<file path="config.mk">
export PLATFORM = sky130hd
export DESIGN_NAME = pcie_egress_arbiter
export DESIGN_NICKNAME = d
export VERILOG_FILES = /design/src/rtl/pcie_egress_arbiter_pkg.sv /design/src/rtl/pcie_egress_arbiter_rr_arbiter4.sv /design/src/rtl/pcie_egress_arbiter.sv
export SDC_FILE = /design/constraint.sdc
export NUM_CORES = 1
export LEC_CHECK = 0
export CAP_MARGIN = 20
export CORE_MARGIN = 4
export CORE_UTILIZATION = 46
export CTS_BUF_LIST = sky130_fd_sc_hd__clkbuf_4 sky130_fd_sc_hd__clkbuf_8
export DETAILED_ROUTE_END_ITERATION = 10
export PLACE_DENSITY_LB_ADDON = 0.25
export SETUP_SLACK_MARGIN = 0.1
export SYNTH_ARGS = -nofsm -noshare
export SYNTH_HDL_FRONTEND = slang
export SYNTH_SLANG_ARGS = --single-unit
</file>
<file path="constraint.sdc">
create_clock -name clk -period 3.1 [get_ports clk]
set_clock_uncertainty 0.2 [all_clocks]
set_input_delay 0.62 -clock clk [delete_from_list [all_inputs] [get_ports clk]]
set_output_delay 0.62 -clock clk [all_outputs]
set_load 0.01 [all_outputs]
</file>
<file path="src/rtl/pcie_egress_arbiter_pkg.sv">
// Shared definitions for the PCIe egress arbiter: FSM encoding, lane geometry, default widths.
package pcie_egress_arbiter_pkg;

    localparam int NUM_LANES  = 4;
    localparam int LANE_W     = 2;
    localparam int DEF_DATA_W = 12;
    localparam int DEF_CNT_W  = 5;

    typedef enum logic [1:0] {
        ST_IDLE   = 2'd0,
        ST_ACTIVE = 2'd1,
        ST_STALL  = 2'd2
    } state_t;

    function automatic logic [LANE_W-1:0] onehot_to_lane(input logic [NUM_LANES-1:0] oh);
        logic [LANE_W-1:0] lane;
        lane = '0;
        for (int i = 0; i < NUM_LANES; i++) begin
            if (oh[i]) lane = LANE_W'(i);
        end
        return lane;
    endfunction

endpackage

</file>
<file path="src/rtl/pcie_egress_arbiter_rr_arbiter4.sv">
// Combinational 4-way round-robin grant; the search starts at ptr and wraps.
module rr_arbiter4
    import pcie_egress_arbiter_pkg::*;
(
    input  logic [NUM_LANES-1:0] req,
    input  logic [LANE_W-1:0]    ptr,
    output logic [NUM_LANES-1:0] gnt
);

    logic [LANE_W-1:0] lane;
    logic              found;

    always_comb begin
        gnt   = '0;
        found = 1'b0;
        lane  = ptr;
        for (int k = 0; k < NUM_LANES; k++) begin
            lane = ptr + LANE_W'(k);
            if (!found && req[lane]) begin
                gnt[lane] = 1'b1;
                found     = 1'b1;
            end
        end
    end

endmodule

</file>
<file path="src/rtl/pcie_egress_arbiter.sv">
// Serializes four output-FIFO lanes round-robin onto one stream, with per-lane forwarded-word counters.
// Optional source-lane tag output is enabled by defining LANE_TAG_EN.
//
// state  | meaning
// IDLE   | all lanes empty, nothing popped
// ACTIVE | popping one non-empty lane per cycle while the sink is ready
// STALL  | sink backpressure, no pops
module pcie_egress_arbiter
    import pcie_egress_arbiter_pkg::*;
#(
    parameter int DATA_W = DEF_DATA_W,
    parameter int CNT_W  = DEF_CNT_W
) (
    input  logic                 clk,
    input  logic                 reset,
    input  logic [NUM_LANES-1:0] fifo_empty,
    input  logic [DATA_W-1:0]    data_in0,
    input  logic [DATA_W-1:0]    data_in1,
    input  logic [DATA_W-1:0]    data_in2,
    input  logic [DATA_W-1:0]    data_in3,
    input  logic                 sink_ready,
    input  logic                 req,
    input  logic [2:0]           idx,
    output logic [NUM_LANES-1:0] pop,
    output logic [DATA_W-1:0]    data_out,
    output logic                 valid_out,
    output logic [CNT_W-1:0]     data_cont,
    output logic                 valid_cont,
    output logic                 idle
`ifdef LANE_TAG_EN
    ,
    output logic [LANE_W-1:0]    lane_out
`endif
);

    state_t                state_q, state_d;
    logic [LANE_W-1:0]     rr_ptr_q;
    logic [LANE_W-1:0]     lane_q;
    logic                  valid_q;
    logic [CNT_W-1:0]      cnt_q [NUM_LANES];
    logic [NUM_LANES-1:0]  lane_req, gnt;
    logic [LANE_W-1:0]     gnt_lane;
    logic                  any_req, pop_en;

    assign lane_req = ~fifo_empty;
    assign any_req  = |lane_req;
    assign gnt_lane = onehot_to_lane(gnt);

    rr_arbiter4 u_rr (
        .req (lane_req),
        .ptr (rr_ptr_q),
        .gnt (gnt)
    );

    always_comb begin
        state_d = state_q;
        pop_en  = 1'b0;
        case (state_q)
            ST_IDLE: begin
                if (any_req) state_d = sink_ready ? ST_ACTIVE : ST_STALL;
            end
            ST_ACTIVE: begin
                pop_en = sink_ready && any_req;
                if (!sink_ready)                state_d = ST_STALL;
                else if (!any_req && !valid_q)  state_d = ST_IDLE;
            end
            ST_STALL: begin
                if (sink_ready) state_d = any_req ? ST_ACTIVE : ST_IDLE;
            end
            default: state_d = ST_IDLE;
        endcase
        // No pop during a reset cycle: the word would be lost with the dropped in-flight slot.
        if (!reset) pop_en = 1'b0;
    end

    assign pop = pop_en ? gnt : '0;

    always_ff @(posedge clk) begin
        if (!reset) begin
            state_q    <= ST_IDLE;
            rr_ptr_q   <= '0;
            lane_q     <= '0;
            valid_q    <= 1'b0;
            data_cont  <= '0;
            valid_cont <= 1'b0;
            for (int i = 0; i < NUM_LANES; i++) cnt_q[i] <= '0;
        end else begin
            state_q <= state_d;
            valid_q <= pop_en;
            if (pop_en) begin
                lane_q   <= gnt_lane;
                rr_ptr_q <= gnt_lane + LANE_W'(1);
            end
            if (valid_q) cnt_q[lane_q] <= cnt_q[lane_q] + CNT_W'(1);
            // Read returns the pre-increment value since cnt_q is sampled before this edge updates it.
            if (req) begin
                if (idx < 3'(NUM_LANES)) begin
                    data_cont  <= cnt_q[idx[LANE_W-1:0]];
                    valid_cont <= 1'b1;
                end else begin
                    data_cont  <= '0;
                    valid_cont <= 1'b0;
                end
            end else begin
                valid_cont <= 1'b0;
            end
        end
    end

    // FIFO read data arrives the cycle after the pop, so the mux select is the registered lane.
    always_comb begin
        data_out = '0;
        if (valid_q) begin
            case (lane_q)
                2'd0:    data_out = data_in0;
                2'd1:    data_out = data_in1;
                2'd2:    data_out = data_in2;
                default: data_out = data_in3;
            endcase
        end
    end

    assign valid_out = valid_q;
    assign idle      = (state_q == ST_IDLE);

`ifdef LANE_TAG_EN
    assign lane_out = lane_q;
`endif

endmodule
</file>
==> summary.txt <==
Status -> completed
Worst skew pair latency -> 0.28 ns
Psw -> 0.000263 W
Sequential element share of the synthesized area -> 40.6%
Die Y -> 77.4 um
Vias after detailed routing -> 1998
Vias per inst -> 5.84
Seq pwr share -> 46.3%
Worst Path Arrival -> 2.25 ns
Placed insts -> 328
Synth Area in XOR/XNOR -> 1.18%
Slew Viols, Final -> 0
Top cells by area, synth -> edfxtp_1, mux4_2, dfxtp_1
Die width -> 77.4 um
Clk sinks -> 35
Overall global routing resource usage -> 21.2%
Number of core rows -> 25
DRC viols -> 0
Die Area -> 0.00600 mm^2
Ports -> 83
WS Path Type -> reg2out
Synthesis Warnings -> 0
Iter 0 DRT Violations -> 87
Simple-gate share of the synthesized area -> 17.1%
Number of flops mapped to enable cells by yosys -> 20
Hold crit path type -> reg2reg
Worst endpoint required time -> 2.28 ns
CP endpoint kind -> primary output
Worst Max-Slew Pin Slew -> 0.948 ns
Mapped Nets -> 250
Largest net degree at the start of global routing -> 20
Compound-Gate Fraction of Synth Area -> 7.50%
Top-count cell post-synth -> mux4_2
Clock power share -> 30.1%
Grt ovf -> 0
Num CTS Buffers -> 5
Core Area -> 0.00469 mm^2
CP max FO -> 5
Post-DP HPWL -> 4920 um
Final hold viol count -> 0
Yosys reg bits -> 35
RSZ-0062 raised after global routing -> true
Initial core utilization -> 47.3%
Initial antenna violation count -> 0
Static leakage -> 1.37 nW
Startpoint Class -> flop
Final setup violation count -> 0
Flop-to-flop setup slack -> 0.26 ns
Post-Syn Instances -> 186
Nets@finish -> 351
Routed WL -> 6330 um
Primary FF master, synth -> edfxtp_1
VDD IR-drop max -> 0.187 mV
First-pass GRT wire length -> 10000 um
Wire per inst -> 18.5 um
Max-slew headroom -> 36.3%
Power Dens Cells -> 332 mW/mm^2
Pint -> 0.000864 W
Clock Tree Buf Depth -> 2
Vias in the first global route -> 2158
Clock slew at reported path FFs -> 0.07 ns
Ys async rst share -> 0%
Final Cycle Share -> 99.0%
Finished Layout Cells -> 342
Pre-antenna DRT Iters -> 4
FMAX -> 326 MHz
Adder-cell share of the synthesized area -> 2.82%
Share of cells above drive strength 1 -> 28.8%
Post-synthesis area per instance -> 11.9 um^2
Synth unique cells -> 37
Routed Antenna Nets -> 0
MaxCap Viol Count -> 0
ANT cells -> 0
CTS tree -> built
IO Port Bufs -> 82
Sw Share -> 23.3%
Cell taking the most area after synthesis -> edfxtp_1
Clock root cell -> clkbuf_8
Post-synthesis mux area share -> 26.6%
Largest family of logic cells by synthesized area -> multiplexers
Synth top area share -> 27.1%
Minimum clock period -> 3.07 ns
List of most frequent post-synthesis cells -> mux4_2, edfxtp_1, dfxtp_1, nor2_1, and2_1
Layout area overhead -> 52.8%
Hold_buf cts -> 0
RD Place Congestion -> 0.935
CTS HTree Levels -> 2
Post-Syn Area -> 0.00222 mm^2
Share of total power in combinational logic -> 23.6%
Total chip power -> 0.00113 W
==> path summary, 6_finish.rpt <==
path,cells past startpoint,end,start
hold reg to reg,1,data_cont[1],data_cont[1]
setup reg to reg,12,flop,rr_ptr_q[0]
setup / recovery,9,pop[2],rr_ptr_q[0]
hold / removal,1,data_cont[1],data_cont[1]
==> logic make-up (layout without fill, tap and decap cells) <==
| logic type | after synthesis | after routing |
|---|---|---|
| flops | 35 | 35 |
| xor+xnor | 3 | 3 |
| mux | 26 | 26 |
| fa+ha+maj | 5 | 5 |
| simple gates | 71 | 71 |
| compound gates | 24 | 24 |
| buf+inv | 22 | 124 |
==> power by group through the flow <==
| stage | Clock [W] | Combinational [W] | Sequential [W] |
|---|---|---|---|
| CTS | 0.000339 | 0.000250 | 0.000522 |
| floorplan | 0 | 0.000109 | 0.000526 |
| finish | 0.000339 | 0.000265 | 0.000522 |
| global placement | 0 | 0.000228 | 0.000531 |
| global route | 0.000365 | 0.000282 | 0.000524 |
| detailed placement | 0 | 0.000234 | 0.000532 |
==> cell usage in the layout (no fill, tap or decap), types with 2 or more instances in the layout <==
cell	Yosys	routed
a21oi_1	4	3
clkdlybuf4s50_1	0	70
nand2b_1	4	3
nand2_2	0	3
buf_2	2	4
clkbuf_4	0	3
and3_4	0	2
nor2_2	0	2
nor3_1	6	6
nand3b_1	4	4
nand3_1	9	9
dlygate4sd2_1	0	4
buf_4	0	19
dfxtp_1	15	12
nand2_1	11	8
edfxtp_1	20	20
nor2_1	15	13
dlymetal6s2s_1	0	4
a22o_1	5	5
and2_1	12	12
inv_1	11	9
o21ai_1	0	4
inv_2	0	2
mux4_2	25	26
xor2_1	3	3
ha_1	5	4
buf_6	1	3
or2_2	2	2
clkbuf_8	0	5
o21ai_0	7	3
dfxtp_2	0	3
==> per-stage QoR <==
step           utilization (%)  worst slack [ns]  hold slack [ns]  area, um^2  setup TNS, ns
2_1_floorplan                -             0.223            0.259        2220              0
3_3_place_gp              68.1            -0.502            0.255        3200          -1.92
3_5_place_dp              68.1            -0.642            0.266        3200          -2.31
4_1_cts                   71.0            0.0244            0.284        3330              0
5_1_grt                   72.3           -0.0438            0.300        3390         -0.137
6_report                  72.3            0.0310            0.278        3390              0
==> registers in the layout, summed over array words and instances, names as in the netlist, named ones only <==
| register | count |
|---|---|
| valid_cont | 1 |
| valid_out | 1 |
| state_q | 2 |
| cnt_q | 20 |
| data_cont | 5 |
| lane_q | 2 |
| rr_ptr_q | 2 |
==> cell type report <==
| type | count | area [um^2] |
|---|---|---|
| clock buffers | 8 | 91.3 |
| fillers | 329 | 1300 |
| inverters | 11 | 41.3 |
| multi-input cells | 129 | 1280 |
| flip-flops and latches | 35 | 905 |
| well taps | 54 | 67.6 |
| repair buffers | 105 | 1000 |
==> per-layer routing <==
metal  global-route usage [%]  up-vias  share of wire [%]
met2                     38.8       94                 52
met4                     5.34        0                1.2
met5                        0        -                  0
met3                     7.54       11                9.1
li1                         -      914                  -
met1                     23.2      979                 38
==> what timing repair did <==
item                       CTS  global route
setup endpoints to repair    4            16
pin swaps                    2             9
resized for setup           32            18
setup buffers                5             1
==> critical path, cell delays in order, from the launching register on <==
cell     delay [ns]
dfxtp_2        0.33
inv_2          0.05
ha_4           0.26
mux4_2         0.53
buf_6          0.16
o21ai_1        0.12
o21ai_1        0.10
and3_4         0.19
nor2_2         0.09
buf_2          0.15
Power figures use the tool's default switching activity.
